==> config.mk <==
export PLATFORM = sky130hd
export DESIGN_NAME = program_loader_flat
export DESIGN_NICKNAME = d
export VERILOG_FILES = /design/src/rtl/program_loader_pkg.sv /design/src/rtl/program_loader_if.sv /design/src/rtl/program_loader_csum.sv /design/src/rtl/program_loader.sv /design/src/flat_wrapper.sv
export SDC_FILE = /design/constraint.sdc
export NUM_CORES = 1
export LEC_CHECK = 0
export CORE_AREA = 2 2 69 136
export CTS_CLUSTER_SIZE = 30
export DETAILED_ROUTE_END_ITERATION = 10
export DIE_AREA = 0 0 71 138
export GPL_ROUTABILITY_DRIVEN = 0
export PLACE_DENSITY = 0.74
export REMOVE_ABC_BUFFERS = 1
export SYNTH_ARGS = -nofsm -noshare
export SYNTH_HDL_FRONTEND = slang
export SYNTH_SLANG_ARGS = --single-unit
==> constraint.sdc <==
create_clock -name clk -period 3.15 [get_ports clk]
set_input_delay 0.63 -clock clk [delete_from_list [all_inputs] [get_ports clk]]
set_output_delay 0.63 -clock clk [all_outputs]
set_load 0.005 [all_outputs]
==> src/rtl/program_loader_pkg.sv <==
// ============================================================================
// Module      : program_loader_pkg
// Description : Shared constants for the boot-time program loader: FSM state
//               encoding, length-field size and index-width helper.
// Revision    : 1.0 - initial release
// ============================================================================
`default_nettype none

package program_loader_pkg;

  // Number of bytes in the big-endian length field that opens every frame
  localparam int c_len_bytes = 4;

  typedef logic [2:0] state_t;

  localparam state_t c_st_idle = 3'd0;
  localparam state_t c_st_len  = 3'd1;
  localparam state_t c_st_load = 3'd2;
  localparam state_t c_st_csum = 3'd3;
  localparam state_t c_st_run  = 3'd4;
  localparam state_t c_st_err  = 3'd5;

  // Payload index needs one extra bit so that MAX_BYTES itself is representable
  function automatic int idx_width(input int max_bytes);
    return $clog2(max_bytes) + 1;
  endfunction

endpackage

`default_nettype wire

==> src/rtl/program_loader_if.sv <==
// ============================================================================
// Module      : program_loader_if
// Description : Byte-stream input (valid/ready) and instruction-memory write
//               bus of the program loader. The loader uses the slave view:
//               it sinks the stream and drives the write bus.
// Revision    : 1.0 - initial release
// ============================================================================
`default_nettype none

interface program_loader_if;

  logic [7:0]  rx_data;
  logic        rx_valid;
  logic        rx_ready;
  logic [31:0] write_address;
  logic [7:0]  write_data;
  logic        We;

  // Environment side: feeds the stream, observes the memory writes
  modport master (
    output rx_data,
    output rx_valid,
    input  rx_ready,
    input  write_address,
    input  write_data,
    input  We
  );

  // Loader side: consumes the stream, drives the memory writes
  modport slave (
    input  rx_data,
    input  rx_valid,
    output rx_ready,
    output write_address,
    output write_data,
    output We
  );

endinterface

`default_nettype wire

==> src/rtl/program_loader_csum.sv <==
// ============================================================================
// Module      : program_loader_csum
// Description : Running XOR of payload bytes with clear, accumulate and a
//               combinational compare against the incoming checksum byte.
//               Only built when PROGRAM_LOADER_CHECKSUM_EN is defined.
// Revision    : 1.0 - initial release
// ============================================================================
`default_nettype none

`ifdef PROGRAM_LOADER_CHECKSUM_EN
module program_loader_csum (
  input  logic       clk,
  input  logic       rst_n,
  input  logic       clear,
  input  logic       accum,
  input  logic [7:0] data,
  output logic       match
);

  logic [7:0] r_acc;

  // XOR accumulator; clear wins so a new frame always starts from zero
  always_ff @(posedge clk or negedge rst_n) begin
    if (!rst_n) begin
      r_acc <= 8'h00;
    end else if (clear) begin
      r_acc <= 8'h00;
    end else if (accum) begin
      r_acc <= r_acc ^ data;
    end
  end

  assign match = (r_acc == data);

endmodule
`endif

`default_nettype wire

==> src/rtl/program_loader.sv <==
// ============================================================================
// Module      : program_loader
// Description : Boot-time loader. Receives a framed byte stream (4-byte
//               big-endian length, payload, optional XOR checksum byte) and
//               writes the payload byte-by-byte into instruction memory,
//               holding the processor stalled until a legal image is loaded.
//               Optional feature macro: PROGRAM_LOADER_CHECKSUM_EN adds the
//               CSUM state and the trailing checksum byte.
// Revision    : 1.0 - initial release
// ============================================================================
`default_nettype none

module program_loader
  import program_loader_pkg::*;
#(
  parameter int          MAX_BYTES = 1024,
  parameter logic [31:0] BASE_ADDR = 32'h0000_0000
) (
  input  logic            clk,
  input  logic            rst_n,
  input  logic            start,
  program_loader_if.slave bus,
  output logic            pc_enable,
  output logic            busy,
  output logic            load_error
);

  localparam int c_idx_w = idx_width(MAX_BYTES);

  state_t               r_state;
  state_t               w_next;
  logic [31:0]          r_len;
  logic [1:0]           r_len_cnt;
  logic [c_idx_w-1:0]   r_idx;
  logic                 r_we;
  logic [31:0]          r_waddr;
  logic [7:0]           r_wdata;
  logic                 r_pc_en;

  logic                 w_in_frame;
  logic                 w_acc;
  logic                 w_start_ok;
  logic [31:0]          w_len_full;
  logic                 w_len_ok;
  logic                 w_len_done;
  logic                 w_last;

  // Stream is open only while a frame is being received
  assign w_in_frame = (r_state == c_st_len) || (r_state == c_st_load) ||
                      (r_state == c_st_csum);
  assign w_acc      = bus.rx_valid && w_in_frame;
  // start is ignored while busy
  assign w_start_ok = start && ((r_state == c_st_idle) || (r_state == c_st_run) ||
                                (r_state == c_st_err));

  // Length as it will look once the current byte is shifted in
  assign w_len_full = {r_len[23:0], bus.rx_data};
  assign w_len_ok   = (w_len_full != 32'd0) && (w_len_full <= 32'(MAX_BYTES)) &&
                      (w_len_full[1:0] == 2'b00);
  assign w_len_done = (r_len_cnt == 2'(c_len_bytes - 1));
  assign w_last     = (32'(r_idx) == (r_len - 32'd1));

`ifdef PROGRAM_LOADER_CHECKSUM_EN
  logic w_csum_match;

  program_loader_csum u_csum (
    .clk   (clk),
    .rst_n (rst_n),
    .clear (w_start_ok),
    .accum (w_acc && (r_state == c_st_load)),
    .data  (bus.rx_data),
    .match (w_csum_match)
  );
`endif

  // Next-state decode
  always_comb begin
    w_next = r_state;
    case (r_state)
      c_st_idle, c_st_run, c_st_err: begin
        if (start) w_next = c_st_len;
      end
      c_st_len: begin
        if (w_acc && w_len_done) w_next = w_len_ok ? c_st_load : c_st_err;
      end
      c_st_load: begin
`ifdef PROGRAM_LOADER_CHECKSUM_EN
        if (w_acc && w_last) w_next = c_st_csum;
`else
        if (w_acc && w_last) w_next = c_st_run;
`endif
      end
`ifdef PROGRAM_LOADER_CHECKSUM_EN
      c_st_csum: begin
        if (w_acc) w_next = w_csum_match ? c_st_run : c_st_err;
      end
`endif
      default: w_next = c_st_idle;
    endcase
  end

  // State, length shifter, payload index and registered write outputs
  always_ff @(posedge clk or negedge rst_n) begin
    if (!rst_n) begin
      r_state   <= c_st_idle;
      r_len     <= 32'd0;
      r_len_cnt <= 2'd0;
      r_idx     <= '0;
      r_we      <= 1'b0;
      r_waddr   <= 32'd0;
      r_wdata   <= 8'h00;
      r_pc_en   <= 1'b0;
    end else begin
      r_state <= w_next;
      r_we    <= 1'b0;
      // Delayed by one cycle on entry so the processor starts after the final write
      r_pc_en <= (r_state == c_st_run) && (w_next == c_st_run);
      if (w_start_ok) begin
        r_len     <= 32'd0;
        r_len_cnt <= 2'd0;
      end
      if (w_acc && (r_state == c_st_len)) begin
        r_len     <= w_len_full;
        r_len_cnt <= r_len_cnt + 2'd1;
        r_idx     <= '0;
      end
      if (w_acc && (r_state == c_st_load)) begin
        r_we    <= 1'b1;
        r_waddr <= BASE_ADDR + 32'(r_idx);
        r_wdata <= bus.rx_data;
        r_idx   <= r_idx + {{(c_idx_w-1){1'b0}}, 1'b1};
      end
    end
  end

  assign bus.rx_ready      = w_in_frame;
  assign bus.We            = r_we;
  assign bus.write_address = r_waddr;
  assign bus.write_data    = r_wdata;
  assign pc_enable         = r_pc_en;
  assign busy              = w_in_frame;
  assign load_error        = (r_state == c_st_err);

endmodule

`default_nettype wire
==> src/flat_wrapper.sv <==
// flat-port wrapper written by rule: the top's interface ports become plain ports
module program_loader_flat import program_loader_pkg::*;
#(
  parameter int          MAX_BYTES = 1024,
  parameter logic [31:0] BASE_ADDR = 32'h0000_0000
)
  (clk, rst_n, start, pc_enable, busy, load_error, bus_rx_data, bus_rx_valid, bus_rx_ready, bus_write_address, bus_write_data, bus_We);
  program_loader_if bus_i ();
  input  logic clk;
  input  logic rst_n;
  input  logic start;
  output logic pc_enable;
  output logic busy;
  output logic load_error;
  input wire logic [$bits(bus_i.rx_data)-1:0] bus_rx_data;
  input wire logic [$bits(bus_i.rx_valid)-1:0] bus_rx_valid;
  output wire logic [$bits(bus_i.rx_ready)-1:0] bus_rx_ready;
  output wire logic [$bits(bus_i.write_address)-1:0] bus_write_address;
  output wire logic [$bits(bus_i.write_data)-1:0] bus_write_data;
  output wire logic [$bits(bus_i.We)-1:0] bus_We;
  assign bus_i.rx_data = bus_rx_data;
  assign bus_i.rx_valid = bus_rx_valid;
  assign bus_rx_ready = bus_i.rx_ready;
  assign bus_write_address = bus_i.write_address;
  assign bus_write_data = bus_i.write_data;
  assign bus_We = bus_i.We;
  program_loader #(.MAX_BYTES(MAX_BYTES), .BASE_ADDR(BASE_ADDR)) u_core (.clk(clk), .rst_n(rst_n), .start(start), .bus(bus_i), .pc_enable(pc_enable), .busy(busy), .load_error(load_error));
endmodule
==> out/qor_table.md <==
| Metric | Value | Unit |
| --- | --- | --- |
| Aggregate routed wire length | 9.724 | mm |
| Effective utilization at floorplan | 43.29 | % |
| Buffers and inverters on the worst path | 1 | - |
| Post-synthesis xor/xnor area fraction | 4.551 | % |
| Critical path launch point type | flip-flop | - |
| Yosys cell types | 57 | - |
| Clock root buffer master | sky130_fd_sc_hd__clkbuf_16 | - |
| Maximum number of pins on one net before global-route repair | 35 | - |
| Delay-heaviest family, CP | compound AO/OA/AOI/OAI gates | - |
| Number of pins with negative max-slew slack in the final report | 0 | - |
| Pre-CTS setup slack | 0.5872 | ns |
| Total area of sequential cells | 0.001727 | sq mm |
| Maximum fanout along the worst path | 10 | - |
| Fraction of layout instances using a drive strength above 1 | 8.314 | % |
| Share of total power in the clock network | 26.2 | % |
| Required @ worst endpoint | 3.35 | ns |
| Fin. Hold Viols | 0 | - |
| Antenna violations before repair | 0 | - |
| Std-Cell Rows | 49 | - |
| Share of the synthesized area in the top cell type | 44.86 | % |
| Residual antenna-violating net count after detailed routing | 0 | - |
| Mapped Area | 0.003849 | sq mm |
| Static Leak | 0.001999 | uW |
| Setup violations, final | 0 | - |
| Worst hold margin | 0.2981 | ns |
| CP max stage delay | 0.45 | ns |
| Minimum period implied by the final worst setup slack | 2.609 | ns |
| Gr ovfl total | 0 | - |
| Die boundary width | 71 | um |
| Yosys reg bits | 69 | - |
| Final worst slack | 0.5411 | ns |
| Top-count cell post-synth | sky130_fd_sc_hd__nand2_1 | - |
| Pre-Repair DR Iteration Count | 5 | - |
| Met2 Wirelength | 5.262 | mm |
| Num CTS Buffers | 9 | - |
| Synthesis-to-layout area growth | 14.40 | % |
| Max-cap viol count | 0 | - |
| Combinational share of power | 31.4 | % |
| Hold buffer count at cts | 0 | - |
| Post-Synth Adder-Cell Area | 0.9753 | % |
| Unrepaired setup endpoints after global routing | false | - |
| Cell type contributing the most total cell area after synthesis | sky130_fd_sc_hd__dfrtp_1 | - |
| Post-cts repair resize count | 0 | - |
| Largest family of logic cells by synthesized area | simple AND/OR/NAND/NOR gates | - |
| Total negative setup slack | 0 | ns |
| Number of vias per cell | 5.854 | - |
| Sequential area share after synthesis | 44.86 | % |
| Post CTS Setup Buffer Count | 0 | - |
| Detailed placement HPWL | 7.180 | mm |
| Worst slew pin tran | 1.095 | ns |
| Switching part of the total power | 37.66 | % |
| Global-route wire length before repair | 16.01 | mm |
| Sw power | 1310 | uW |
| Fin crit share | 82.82 | % |
| Fin cells | 535 | - |
| Syn. warnings | 0 | - |
| CTS tree | done | - |
| Share of synthesized registers carrying an async set or reset | 100.0 | % |
| Wirelength per Cell | 18.18 | um |
| Cell types with the highest counts after synthesis | sky130_fd_sc_hd__nand2_1, sky130_fd_sc_hd__dfrtp_1, sky130_fd_sc_hd__a22o_1, sky130_fd_sc_hd__buf_4, sky130_fd_sc_hd__nor2_1 | - |
| Synthesized-area fraction occupied by ao, oa, aoi and oai cells | 15.73 | % |
| Standard cell core area | 0.008890 | sq mm |
| Chip Height | 138 | um |
| Placed standard-cell area | 0.004136 | sq mm |
| Number of sinks driven by the clock tree | 69 | - |
| Number of buffers inserted by port buffering | 35 | - |
| EDFF count, synth | 0 | - |
| Max rail drop VDD | 0.4309 | mV |
| Routed length on met1 | 3.490 | mm |
| Final Net Count | 445 | - |
| Vias in the first global route | 3,181 | - |
| Buffer levels on the longest clock path | 2 | - |
| Placed cell count | 521 | - |
| Fill cells | 786 | - |
| Mean Syn Cell Area | 9.503 | sq um |
| Data arrival time of the critical path | 2.81 | ns |
| # diodes | 0 | - |
| Simple-Gate Fraction of Synth Area | 24.22 | % |
| Type of the tightest min-delay check | in2async | - |
| Overall fraction of global-route tracks in use | 21.31 | % |
| H-tree levels | 3 | - |
| Met3 WL post-DR | 397 | um |
| Top Metal Used | met4 | - |
| Chain of cells forming the critical path | inv_1 -> ha_1 -> nor3b_4 -> a21o_1 -> a32oi_1 -> a2111oi_2 -> nand4_1 -> o41ai_2 -> a21oi_1 | - |
| Clock skew | 0.003647 | ns |
| Sequential fraction of design power | 42.5 | % |
| Capturing element type of the critical path | flip-flop | - |
| Drc violations | 0 | - |
| Clock Latency Late Sink | 0.33 | ns |
| Multiplexer fraction of the synthesized cell area | 0.7802 | % |
| Kind of critical path | reg2reg | - |
| Slowest cell on the critical path | sky130_fd_sc_hd__dfrtp_1 | - |
| Status | completed | - |
| Power density cells | 790.2 | mW/mm^2 |
| Worst slew margin | 26.99 | % |
| Dominant synthesized flop cell | sky130_fd_sc_hd__dfrtp_1 | - |
| Final std cell area, no fill | 0.004403 | sq mm |
| Die area | 0.009798 | sq mm |
| DRC violation total after the first TritonRoute iteration | 165 | - |
| Timing-limited maximum frequency | 0.3833 | GHz |
| Count of pins on the block boundary | 57 | - |
| Routed via count | 3,132 | - |
| Cell Int Power | 2169 | uW |
| Number of instances in the synthesized netlist | 405 | - |
| Multi-input gate area | 0.001862 | sq mm |
| Top area cells in the synthesized netlist | sky130_fd_sc_hd__dfrtp_1, sky130_fd_sc_hd__nand2_1, sky130_fd_sc_hd__a22o_1 | - |
| Clock edge transition at the registers on the reported setup and hold paths | 0.05 | ns |
-- cells in the final DEF (no fill, tap or decap), types with 4 or more instances in the layout --
cell type / count
sky130_fd_sc_hd__nand4_1: 6
sky130_fd_sc_hd__inv_1: 6
sky130_fd_sc_hd__nor4_1: 13
sky130_fd_sc_hd__nand3b_1: 4
sky130_fd_sc_hd__clkdlybuf4s50_1: 34
sky130_fd_sc_hd__nor2_1: 19
sky130_fd_sc_hd__dfrtp_1: 69
sky130_fd_sc_hd__nand2_1: 77
sky130_fd_sc_hd__a22o_1: 28
sky130_fd_sc_hd__o31ai_1: 4
sky130_fd_sc_hd__nor3_1: 4
sky130_fd_sc_hd__o22ai_1: 4
sky130_fd_sc_hd__buf_4: 7
sky130_fd_sc_hd__xor2_1: 12
sky130_fd_sc_hd__conb_1: 21
sky130_fd_sc_hd__and3_1: 5
sky130_fd_sc_hd__o21ai_0: 18
sky130_fd_sc_hd__a21oi_1: 4
sky130_fd_sc_hd__clkbuf_16: 9
sky130_fd_sc_hd__xnor2_1: 8
sky130_fd_sc_hd__nand3_1: 15
-- power groups by stage --
stage	combinational (uW)	clock, uW	sequential (uW)
6_report	1090	910	1480
5_1_grt	1210	975	1500
4_1_cts	1080	924	1470
3_5_place_dp	1080	0	1480
3_3_place_gp	1050	0	1470
2_1_floorplan	811	0	1350
-- routing by layer --
layer	up-vias	GRT usage [%]
met3	37	4.227
li1	1460	-
met4	0	16.29
met2	118	35.91
met1	1517	22.67
met5	-	0
-- worst paths after layout --
path	start	to	slack, ns	cells after the start
worst max-delay path	u_core.r_len[0]	u_core.r_state[1]	0.54	9
worst min-delay path	rst_n	u_core.bus.We	0.30	1
worst max register to register	u_core.r_len[0]	u_core.r_state[1]	0.54	9
worst min register to register	u_core.bus.write_address[6]	u_core.bus.write_address[6]	0.47	2
max in group asynchronous	rst_n	u_core.bus.write_address[0]	2.11	2
min in group clk	u_core.bus.write_address[6]	u_core.bus.write_address[6]	0.47	2
-- worst register-to-register path: cells and delay by family, from the launching register on --
| family | cells | cell delay [ns] |
|---|---|---|
| AO/OA/AOI/OAI | 5 | 1.09 |
| AND/OR/NAND/NOR | 2 | 0.62 |
| flip-flops | 1 | 0.45 |
| adder cells (fa/ha/maj) | 1 | 0.21 |
| buffers and inverters | 1 | 0.10 |
-- cells by family (layout without fill, tap and decap cells) --
group | Yosys count | in the layout
AO/OA/AOI/OAI | 80 | 80
other | 1 | 21
buffers and inverters | 54 | 62
XOR/XNOR | 20 | 20
multiplexers | 3 | 3
flip-flops | 69 | 69
AND/OR/NAND/NOR | 175 | 175
adder cells (fa/ha/maj) | 3 | 3
-- flip-flops by register name, indices dropped and copies added, names as in the netlist --
signal	cells
u_core.bus.write_address	11
u_core.r_state	3
u_core.bus.We	1
u_core.r_idx	11
u_core.r_len	32
u_core.bus.write_data	8
u_core.r_len_cnt	2
u_core.pc_enable	1
-- per-stage QoR --
stage	utilization (%)	power, uW
after floorplan	-	2161
after global placement	46.53	2521
after detailed placement	46.53	2557
after CTS	49.53	3474
after global routing	49.53	3681
final	49.53	3479
-- layout make-up --
| cell class | count | area share [%] |
|---|---|---|
| clock buffers | 12 | 5.826 |
| clock inverters | 2 | 0.2273 |
| inverters | 6 | 0.5115 |
| multi-input cells | 302 | 42.28 |
| flip-flops and latches | 69 | 39.22 |
| well taps | 102 | 2.899 |
| repair buffers | 42 | 9.037 |
No activity file was read; power rests on OpenSTA's default activity.
